==> src/rtl/lighting_ctrl_if.sv <==
// Setting-load handshake for lighting_ctrl: time code, user level and room
// size qualified by in_valid/in_ready.
interface lighting_ctrl_if;
  logic [3:0] tcode;
  logic [3:0] ulight;
  logic [3:0] lenght;
  logic       in_valid;
  logic       in_ready;

  modport master (output tcode, ulight, lenght, in_valid, input in_ready);
  modport slave  (input tcode, ulight, lenght, in_valid, output in_ready);
endinterface

==> src/rtl/lighting_ctrl.sv <==
// Room lighting controller: ramps lamp count and window shade one step per
// RAMP_DIV cycles toward targets derived from time of day, user level and room size.
module lighting_ctrl #(
  parameter int unsigned NLAMP    = 16,
  parameter int unsigned RAMP_DIV = 4
) (
  input  logic                         clk,
  input  logic                         rst_n,
  lighting_ctrl_if.slave               cfg,
  input  logic                         force_off,
  output logic [$clog2(NLAMP+1)-1:0]   lightnum,
  output logic [NLAMP-1:0]             lightstate,
  output logic [3:0]                   wshade,
  output logic                         busy,
  output logic                         done
);

  localparam int unsigned W  = $clog2(NLAMP+1);
  localparam int unsigned PW = (RAMP_DIV > 1) ? $clog2(RAMP_DIV) : 1;
  localparam logic [PW-1:0] PRE_LAST = PW'(RAMP_DIV - 1);

  typedef enum logic [1:0] {IDLE, RAMP, DONE} state_t;

  state_t        state_q, state_d;
  logic [W-1:0]  light_q, light_d, light_step;
  logic [3:0]    shade_q, shade_d, shade_step;
  logic [W-1:0]  lamp_tgt_q, lamp_tgt_d;
  logic [3:0]    shade_tgt_q, shade_tgt_d;
  logic [PW-1:0] pre_q, pre_d;

  logic [3:0]    demand;
  logic [5:0]    lamp_raw;
  logic [W-1:0]  lamp_calc;
  logic [3:0]    shade_calc;

  // Product kept at 8 bits so the clamp sees the full value (up to 56).
  always_comb begin
    demand     = cfg.tcode[3] ? cfg.ulight : {1'b0, cfg.ulight[3:1]};
    lamp_raw   = 6'(({4'b0, demand} * {4'b0, cfg.lenght}) >> 2);
    lamp_calc  = ({26'b0, lamp_raw} > NLAMP) ? W'(NLAMP) : W'(lamp_raw);
    shade_calc = cfg.tcode[3] ? 4'd15 : 4'd15 - cfg.ulight;
  end

  always_comb begin
    light_step = light_q;
    if (light_q < lamp_tgt_q)      light_step = light_q + 1'b1;
    else if (light_q > lamp_tgt_q) light_step = light_q - 1'b1;
    shade_step = shade_q;
    if (shade_q < shade_tgt_q)      shade_step = shade_q + 1'b1;
    else if (shade_q > shade_tgt_q) shade_step = shade_q - 1'b1;
  end

  assign cfg.in_ready = (state_q == IDLE) && !force_off;

  always_comb begin
    state_d     = state_q;
    light_d     = light_q;
    shade_d     = shade_q;
    lamp_tgt_d  = lamp_tgt_q;
    shade_tgt_d = shade_tgt_q;
    pre_d       = pre_q;
    if (force_off) begin
      state_d = IDLE;
      light_d = '0;
      pre_d   = '0;
    end else begin
      unique case (state_q)
        IDLE: begin
          if (cfg.in_valid) begin
            lamp_tgt_d  = lamp_calc;
            shade_tgt_d = shade_calc;
            pre_d       = '0;
            state_d     = (lamp_calc == light_q && shade_calc == shade_q) ? DONE : RAMP;
          end
        end
        RAMP: begin
          if (pre_q == PRE_LAST) begin
            pre_d   = '0;
            light_d = light_step;
            shade_d = shade_step;
            if (light_step == lamp_tgt_q && shade_step == shade_tgt_q) state_d = DONE;
          end else begin
            pre_d = pre_q + 1'b1;
          end
        end
        DONE:    state_d = IDLE;
        default: state_d = IDLE;
      endcase
    end
  end

  always_ff @(posedge clk or negedge rst_n) begin
    if (!rst_n) begin
      state_q     <= IDLE;
      light_q     <= '0;
      shade_q     <= '0;
      lamp_tgt_q  <= '0;
      shade_tgt_q <= '0;
      pre_q       <= '0;
    end else begin
      state_q     <= state_d;
      light_q     <= light_d;
      shade_q     <= shade_d;
      lamp_tgt_q  <= lamp_tgt_d;
      shade_tgt_q <= shade_tgt_d;
      pre_q       <= pre_d;
    end
  end

  always_comb begin
    lightstate = '0;
    for (int unsigned i = 0; i < NLAMP; i++) lightstate[i] = (i < 32'(light_q));
  end

  assign lightnum = light_q;
  assign wshade   = shade_q;
  assign busy     = (state_q != IDLE);
  assign done     = (state_q == DONE);

endmodule
==> src/flat_wrapper.sv <==
// flat-port wrapper written by rule: the top's interface ports become plain ports
module lighting_ctrl_flat 
#(
  parameter int unsigned NLAMP    = 16,
  parameter int unsigned RAMP_DIV = 4
)
  (clk, rst_n, force_off, lightnum, lightstate, wshade, busy, done, cfg_tcode, cfg_ulight, cfg_lenght, cfg_in_valid, cfg_in_ready);
  lighting_ctrl_if cfg_i ();
  input  logic clk;
  input  logic rst_n;
  input  logic force_off;
  output logic [$clog2(NLAMP+1)-1:0] lightnum;
  output logic [NLAMP-1:0] lightstate;
  output logic [3:0] wshade;
  output logic busy;
  output logic done;
  input wire logic [$bits(cfg_i.tcode)-1:0] cfg_tcode;
  input wire logic [$bits(cfg_i.ulight)-1:0] cfg_ulight;
  input wire logic [$bits(cfg_i.lenght)-1:0] cfg_lenght;
  input wire logic [$bits(cfg_i.in_valid)-1:0] cfg_in_valid;
  output wire logic [$bits(cfg_i.in_ready)-1:0] cfg_in_ready;
  assign cfg_i.tcode = cfg_tcode;
  assign cfg_i.ulight = cfg_ulight;
  assign cfg_i.lenght = cfg_lenght;
  assign cfg_i.in_valid = cfg_in_valid;
  assign cfg_in_ready = cfg_i.in_ready;
  lighting_ctrl #(.NLAMP(NLAMP), .RAMP_DIV(RAMP_DIV)) u_core (.clk(clk), .rst_n(rst_n), .cfg(cfg_i), .force_off(force_off), .lightnum(lightnum), .lightstate(lightstate), .wshade(wshade), .busy(busy), .done(done));
endmodule
==> config.mk <==
export PLATFORM = sky130hd
export DESIGN_NAME = lighting_ctrl_flat
export DESIGN_NICKNAME = d
export VERILOG_FILES = /design/src/rtl/lighting_ctrl_if.sv /design/src/rtl/lighting_ctrl.sv /design/src/flat_wrapper.sv
export SDC_FILE = /design/constraint.sdc
export NUM_CORES = 1
export LEC_CHECK = 0
export CAP_MARGIN = 20
export CORE_ASPECT_RATIO = 0.5
export CORE_MARGIN = 2
export CORE_UTILIZATION = 38
export DETAILED_ROUTE_END_ITERATION = 10
export SLEW_MARGIN = 5
export SYNTH_ARGS = -nofsm -noshare
export SYNTH_HDL_FRONTEND = slang
export SYNTH_SLANG_ARGS = --single-unit
export TNS_END_PERCENT = 1
==> constraint.sdc <==
create_clock -name clk -period 6.93 [get_ports clk]
set_input_delay 1.386 -clock clk [delete_from_list [all_inputs] [get_ports clk]]
set_output_delay 1.386 -clock clk [all_outputs]
set_load 0.02 [all_outputs]
# Word-level counts from Yosys, hierarchy flattened

Cells that the tools add are included.

Eq/ne operators: 10
Mux-type cells: 20
Add/subtract/negate cells: 6
Reduce and logical (&&, ||, !) cells: 14
Multiply operators: 1
Bitwise gates (word level): 1
Order comparisons: 21

Operators with widths:

| kind                | count |
|---|---|
| $lt 4x5->1 const A  | 8 |
| $mux 5              | 6 |
| $lt 3x5->1 const A  | 4 |
| $mux 2              | 8 |
| $mux 4              | 4 |
| $eq 5x5->1          | 2 |
| $lt 1x5->1 const A  | 2 |
| $lt 2x5->1 const A  | 2 |
| $reduce_and 3->1    | 3 |
| $eq 4x4->1          | 2 |
| $mul 4x4->8         | 1 |
| $pmux 2 s2          | 2 |
| $gt 6x5->1 const B  | 1 |
| $ne 3x2->1 const B  | 2 |
| $reduce_bool 2->1   | 3 |
| $add 5x1->5 const B | 1 |
| $gt 5x5->1          | 1 |
| $lt 5x5->1          | 1 |
| $sub 5x1->5 const B | 1 |
| $add 4x1->4 const B | 1 |
| $eq 2x2->1 const B  | 2 |
| $gt 4x4->1          | 1 |
| $lt 4x4->1          | 1 |
| $reduce_and 2->1    | 2 |
| 10 further kinds    | 12 |

Bits of input ports: 16
Output and inout port bits: 28
Register bits after elaboration: 22
Word-level logic and storage cells: 79

# Logic depth before layout (Yosys ltp)

Gate-level depths: netlist (run 1).

Depth after elaboration: 10
Mapped depth: 15
Gate-level depth less buffers: 14

# Worst setup path before layout (run 1)

No wires, ideal clock.

Path type: input to register
Start: input cfg_tcode[3]
End: register u_core.state_q[0]
Arrival: 5.211 ns
Path slack: 1.580 ns
Buffers on the path: 1
Required time: 6.791 ns
Cell stages on the path: 15
Setup time: 0.139 ns
Cells stage by stage: clkbuf_1 > nor2b_1 > a21oi_1 > nand2b_1 > fa_1 > inv_1 > fa_1 > fa_1 > a21o_4 > nand3_1 > nand2_1 > a311oi_4 > mux2_2 > a2111oi_4 > o22ai_1

Longest elaborated chain between the ends: 10
Elaborated cells on any way between the ends: 12
Those cells by class: mul: 1; order compare: 1; eq/ne: 2; mux: 7; reduce/logical: 1

RTL lines:

| item                   | line                 | RTL |
|---|---|---|
| start: declaration     | flat_wrapper.sv:17   | `input wire logic [$bits(cfg_i.tcode)-1:0] cfg_tcode;` |
| $mux 4                 | lighting_ctrl.sv:38  | `demand = cfg.tcode[3] ? cfg.ulight : {1'b0, cfg.ulight[3:1]};` |
| $mul 4x4->8            | lighting_ctrl.sv:39  | `lamp_raw = 6'(({4'b0, demand} * {4'b0, cfg.lenght}) >> 2);` |
| $gt 6x5->1             | lighting_ctrl.sv:40  | `lamp_calc = ({26'b0, lamp_raw} > NLAMP) ? W'(NLAMP) : W'(lamp_raw);` |
| $mux 5                 | lighting_ctrl.sv:40  |  |
| $eq 5x5->1             | lighting_ctrl.sv:73  | `state_d = (lamp_calc == light_q && shade_calc == shade_q) ? DONE : RAMP;` |
| $logic_and 1x1->1 *    | lighting_ctrl.sv:73  |  |
| $mux 2 *               | lighting_ctrl.sv:73  |  |
| $mux 2 *               | lighting_ctrl.sv:69  | `if (cfg.in_valid) begin` |
| $pmux 2 s2 *           | lighting_ctrl.sv:67  | `unique case (state_q)` |
| $mux 2 *               | lighting_ctrl.sv:62  | `if (force_off) begin` |
| end signal: assignment | lighting_ctrl.sv:101 | `state_q <= state_d;` |
| end: declaration       | lighting_ctrl.sv:24  | `state_t state_q, state_d;` |

Mark *: on every way between the ends. The rest lies on a longest branch, timed or not. The select of a mux whose other input is x is not followed.
A chain may end at the register's enable or synchronous reset.

# Final worst setup path (run 1)

Same ends and word-level chain as after synthesis.

==> results.cfg, run 1 <==
[run_status]
status = finished, final reports clean

[power_and_ir_drop]
pwr-share-comb = 0.452
p_sw_mw = 0.236
swShare = 0.391
power_density_nw_per_um2 = 182
power_mw = 0.604
power_leakage_nw = 1.48
clockPowerShare = 0.274
intPower_mw = 0.368
seqPwrFrac = 0.274
vdd_ir_drop_max_uv = 110

[clocking]
clock-sinks = 22
postCtsSetupBuffers = 0
cts_hold_buffers = 0
cts_root_buf = clkbuf_16
clkTransAtPathRegs_ns = 0.07
clk_latency_ns = 0.26
clockBufferDepth = 2
tritoncts = done
htree_levels = 1
cts-resized-gates = 0
numCtsBuffers = 3

[timing]
worstMarginPinSlew_ns = 0.702
rsz0062_at_grt = no
fin_skew_ns = 0.00574
holdWs_ns = 0.536
layout_setup_ws_ns = 1.03
setup_tns_ns = 0
finalMaxSlewViolations = 0
finalCritPeriodShare = 0.851
period_needed_ns = 5.90
max_freq_mhz = 169
maxSlewHeadroom = 0.532
hold_viol = 0
setup_viol = 0

[routing]
drt_iter0_markers = 245
via_per_inst = 5.68
first_pass_iters = 4
drc = 0
detail_route.wl_per_cell_um = 15.8
num_vias = 2690
routed_wl_um = 7480
ant_nets = 0

[setup_path]
r2r_cells = 8
arrival_ns = 6.02
critPathKind = in -> reg
r2r-end = u_core.state_q[1]
r2r_slack_ns = 3.91
startpoint_type = input port
cp_max_fo = 15
endpoint_kind = flop
cp.required_ns = 7.05
r2r_start = u_core.lightnum[4]

[floorplan]
chipWidth_um = 124
die_area_um2 = 7960
dieHeight_um = 64.1
placementRows = 21
core_area_um2 = 6830
start_util = 0.402
num_io_pins = 44

[synthesis]
yosys_warnings = 0
yosys-top-cells-area = dfrtp_1 (20%), ha_1 (12%), nand2_1 (5.9%), xnor2_1 (4.1%), a21oi_1 (3.6%)
async_flop_share = 1.00
yosysSeqAreaShare = 0.200
syn_area_per_cell_um2 = 7.78
syn_inst = 353
syn_area_um2 = 2750
synth_cell_types = 62
synthesis.nets = 399
synth_edf_count = 0
yosysTopAreaCell = dfrtp_1
synth_top_area_share = 0.200
synthFlopType = dfrtp_1
synth_seq_cells = 22

[placement]
place_ws_ns = 0.775
dp_cells = 469
portBuffers = 40
gp_congestion = 0.943
placed_cell_area_um2 = 3190
dp_hpwl_um = 5850

[global_routing]
grt_antenna_before_repair = 0
grt_pass1_wl_um = 12800
overflow = 0
grt_max_degree = 23
grtUsageTotal = 0.194
grt_pass1_vias = 2565

[hold_path]
hold_depth = 2
hold_path.class = reg -> reg
hold_path.startpoint = u_core.shade_tgt_q[2]
holdPathEnd = u_core.shade_tgt_q[2]

[finish]
mostFrequentLayoutCell = nand2_1
antenna_cells = 0
fin_area_um2 = 3310
layout-drive-gt1-share = 0.0628
syn2layout_area_growth_pct = 20.6
fin_nets = 429
layout_common_cells = nand2_1 (43), clkdlybuf4s50_1 (40), nor2_1 (26), ha_1 (26), inv_1 (23)
final_cells = 474
postLayoutCoreUtil = 0.485

[flow_run]
max_cap_viol_count = 0
==> synth_stat cells (5+ instances only) <==
cell      number
xor2_1         7
nand3_1       11
xnor2_1       13
nor2_1        26
a21o_1         7
and2_1         5
nand2b_1       6
dfrtp_1       22
o22ai_1        6
o21ai_0       19
nor3_1         7
and3_1         5
clkbuf_1      10
inv_1         23
a31oi_1        6
nand4_1        7
a21oi_1       20
nor2b_1        8
nand2_1       43
o211ai_1       5
ha_1          26
==> logic make-up (layout without fill, tap and decap cells) <==
kind of cell / count (synthesis) / count (layout) / share of synthesized area
compound gates: 100 / 100 / 0.263
mux: 5 / 5 / 0.0191
xor+xnor: 20 / 20 / 0.0638
flops: 22 / 22 / 0.200
fa+ha+maj: 30 / 30 / 0.148
buf+inv: 39 / 68 / 0.0565
simple gates: 137 / 137 / 0.250
==> layer usage <==
layer	global-route usage	up-vias	wire length, um
met2	0.310	84	3200
met5	0	-	0
met1	0.284	1269	3850
met3	0.0276	6	387
li1	-	1331	-
met4	0.0309	0	45
==> how the worst max path moves through the flow <==
stage                 start                 to  slack [ns]  depth (start not counted)
2_1_floorplan  cfg_tcode[3]  u_core.state_q[0]        1.58                         15
3_3_place_gp   cfg_tcode[3]  u_core.state_q[0]        0.82                         15
3_5_place_dp   cfg_tcode[3]  u_core.state_q[0]        0.78                         15
4_1_cts        cfg_tcode[3]  u_core.state_q[0]        1.05                         15
5_1_grt        cfg_tcode[3]  u_core.state_q[0]        0.75                         15
6_report       cfg_tcode[3]  u_core.state_q[0]        1.03                         15
==> registers in the layout (all words and copies together), names as in the netlist <==
| signal | count |
|---|---|
| u_core.lamp_tgt_q | 5 |
| u_core.state_q | 2 |
| u_core.pre_q | 2 |
| u_core.wshade | 4 |
| u_core.shade_tgt_q | 4 |
| u_core.lightnum | 5 |
==> cell type report <==
class | count | area [um^2]
Fill cell | 656 | 3520
Multi-Input combinational cell | 292 | 2040
Sequential cell | 22 | 551
Timing Repair Buffer | 41 | 415
Tap cell | 92 | 115
Inverter | 23 | 86.3
Clock buffer | 3 | 75.1
Clock inverter | 1 | 30.0
==> power by group through the flow <==
stage	clock network (mW)	registers [mW]	logic [mW]
finish	0.165	0.165	0.273
global route	0.176	0.168	0.306
global placement	0	0.166	0.261
CTS	0.169	0.165	0.269
detailed placement	0	0.167	0.267
floorplan	0	0.161	0.204
==> worst max-delay path, stage by stage <==
cell and delay [ns]:
clkdlybuf4s50_1 0.64, nor2b_1 0.23, a21oi_1 0.08, nand2b_1 0.21
fa_1 0.53, inv_1 0.05, fa_1 0.52, fa_1 0.54
a21o_4 0.26, nand3_1 0.12, nand2_1 0.10, a311oi_4 0.46
mux2_2 0.41, a2111oi_4 0.34, o22ai_1 0.11
Note: power is estimated with default switching activity, not from simulation.
==> run 2, diff against run 1 <==
--- a/config.mk
+++ b/config.mk
@@ -10,6 +10,7 @@
 export CORE_MARGIN = 2
 export CORE_UTILIZATION = 38
 export DETAILED_ROUTE_END_ITERATION = 10
+export RECOVER_POWER = 25
 export SLEW_MARGIN = 5
 export SYNTH_ARGS = -nofsm -noshare
 export SYNTH_HDL_FRONTEND = slang
==> results.cfg, run 2 (synthesized netlist as in run 1, its figures left out) <==
[run_status]
status = finished, final reports clean

[global_routing]
overflow = 0
grt_max_degree = 23
grt_pass1_wl_um = 12800
grt_antenna_before_repair = 0
grt_pass1_vias = 2565
grtUsageTotal = 0.194

[setup_path]
cp_num_buf_inv = 2
startpoint_type = input port
r2r_cells = 8
cp.required_ns = 7.06
arrival_ns = 6.03
crit_family = adder cells
cp_slowest_cell = clkdlybuf4s50_1
r2r-end = u_core.state_q[1]
r2r_start = u_core.lightnum[4]
r2r_slack_ns = 3.91
endpoint_kind = flop
cp_max_fo = 15
slowest_delay_ns = 0.63
critPathKind = in -> reg
path_common_cell = fa_1
path_depth = 15
path_cells = clkdlybuf4s50_1 -> nor2b_1 -> a21oi_1 -> nand2b_1 -> fa_1 -> inv_1 -> fa_1 -> fa_1 -> a21o_4 -> nand3_1 -> nand2_1 -> a311oi_4 -> mux2_2 -> a2111oi_4 -> o22ai_1

[timing]
max_freq_mhz = 169
fin_skew_ns = 0.00629
holdWs_ns = 0.533
finalCritPeriodShare = 0.851
period_needed_ns = 5.90
setup_tns_ns = 0
rsz0062_at_grt = no
setup_viol = 0
worstMarginPinSlew_ns = 0.841
hold_viol = 0
maxSlewHeadroom = 0.439
finalMaxSlewViolations = 0

[routing]
routed_wl_um = 7500
first_pass_iters = 5
via_per_inst = 5.73
ant_nets = 0
drt_iter0_markers = 225
drc = 0
num_vias = 2718
detail_route.wl_per_cell_um = 15.8

[clocking]
clockBufferDepth = 2
clkTransAtPathRegs_ns = 0.07
tritoncts = done
cts_root_buf = clkbuf_16
htree_levels = 1
clk_latency_ns = 0.26
cts_hold_buffers = 0
cts-resized-gates = 0
numCtsBuffers = 3
clock-sinks = 22
postCtsSetupBuffers = 0

[finish]
syn2layout_area_growth_pct = 20.2
final_cells = 474
fin_nets = 429
mostFrequentLayoutCell = nand2_1
fin_area_um2 = 3300
layout-drive-gt1-share = 0.0602
antenna_cells = 0
layout_common_cells = nand2_1 (43), clkdlybuf4s50_1 (39), nor2_1 (26), ha_1 (26), inv_1 (23)

[floorplan]
start_util = 0.402
core_area_um2 = 6830
chipWidth_um = 124
num_io_pins = 44
dieHeight_um = 64.1
die_area_um2 = 7960
placementRows = 21

[placement]
dp_hpwl_um = 5850
dp_cells = 469
portBuffers = 40
placed_cell_area_um2 = 3190
gp_congestion = 0.943

[hold_path]
hold_path.class = reg -> reg
hold_path.startpoint = u_core.shade_tgt_q[3]
holdPathEnd = u_core.shade_tgt_q[3]
hold_depth = 2

[power_and_ir_drop]
power_density_nw_per_um2 = 183
vdd_ir_drop_max_uv = 110
power_mw = 0.603
power_leakage_nw = 1.48

[flow_run]
max_cap_viol_count = 0
==> run 2: power by group <==
group / switching, mW / leakage (nW) / internal (mW)
Clock: 0.0509 / 0.0511 / 0.115
Combinational: 0.164 / 1.14 / 0.108
Sequential: 0.0214 / 0.285 / 0.144
Total: 0.236 / 1.48 / 0.367
==> run 2: cell type report <==
class                   count  area (um^2)
fillers                   658         3530
multi-input cells         292         2040
flip-flops and latches     22          551
repair buffers             41          404
well taps                  92          115
inverters                  23         86.3
clock buffers               3         75.1
clock inverters             1         30.0
==> run 2: tightest hold or removal path: stages (launching register included) <==
cell and delay (ns):
dfrtp_1 0.38, nand2_1 0.06, o21ai_0 0.06
==> run 2: how the worst max path moves through the flow <==
stage | start | end | slack, ns
final | cfg_tcode[3] | u_core.state_q[0] | 1.03
after global routing | cfg_tcode[3] | u_core.state_q[0] | 0.75
after CTS | cfg_tcode[3] | u_core.state_q[0] | 1.05
after detailed placement | cfg_tcode[3] | u_core.state_q[0] | 0.78
after global placement | cfg_tcode[3] | u_core.state_q[0] | 0.82
after floorplan | cfg_tcode[3] | u_core.state_q[0] | 1.58
==> run 2: routing by layer <==
metal / up-vias / wire, um / global-route usage
met4: 0 / 35 / 0.0309
met2: 102 / 3250 / 0.310
li1: 1332 / - / -
met5: - / 0 / 0
met3: 4 / 430 / 0.0276
met1: 1280 / 3780 / 0.284
==> run 2: per-stage QoR <==
stage / util / setup WS, ns
floorplan: - / 1.58
global placement: 0.467 / 0.819
detailed placement: 0.467 / 0.775
CTS: 0.483 / 1.05
global route: 0.483 / 0.753
finish: 0.483 / 1.03
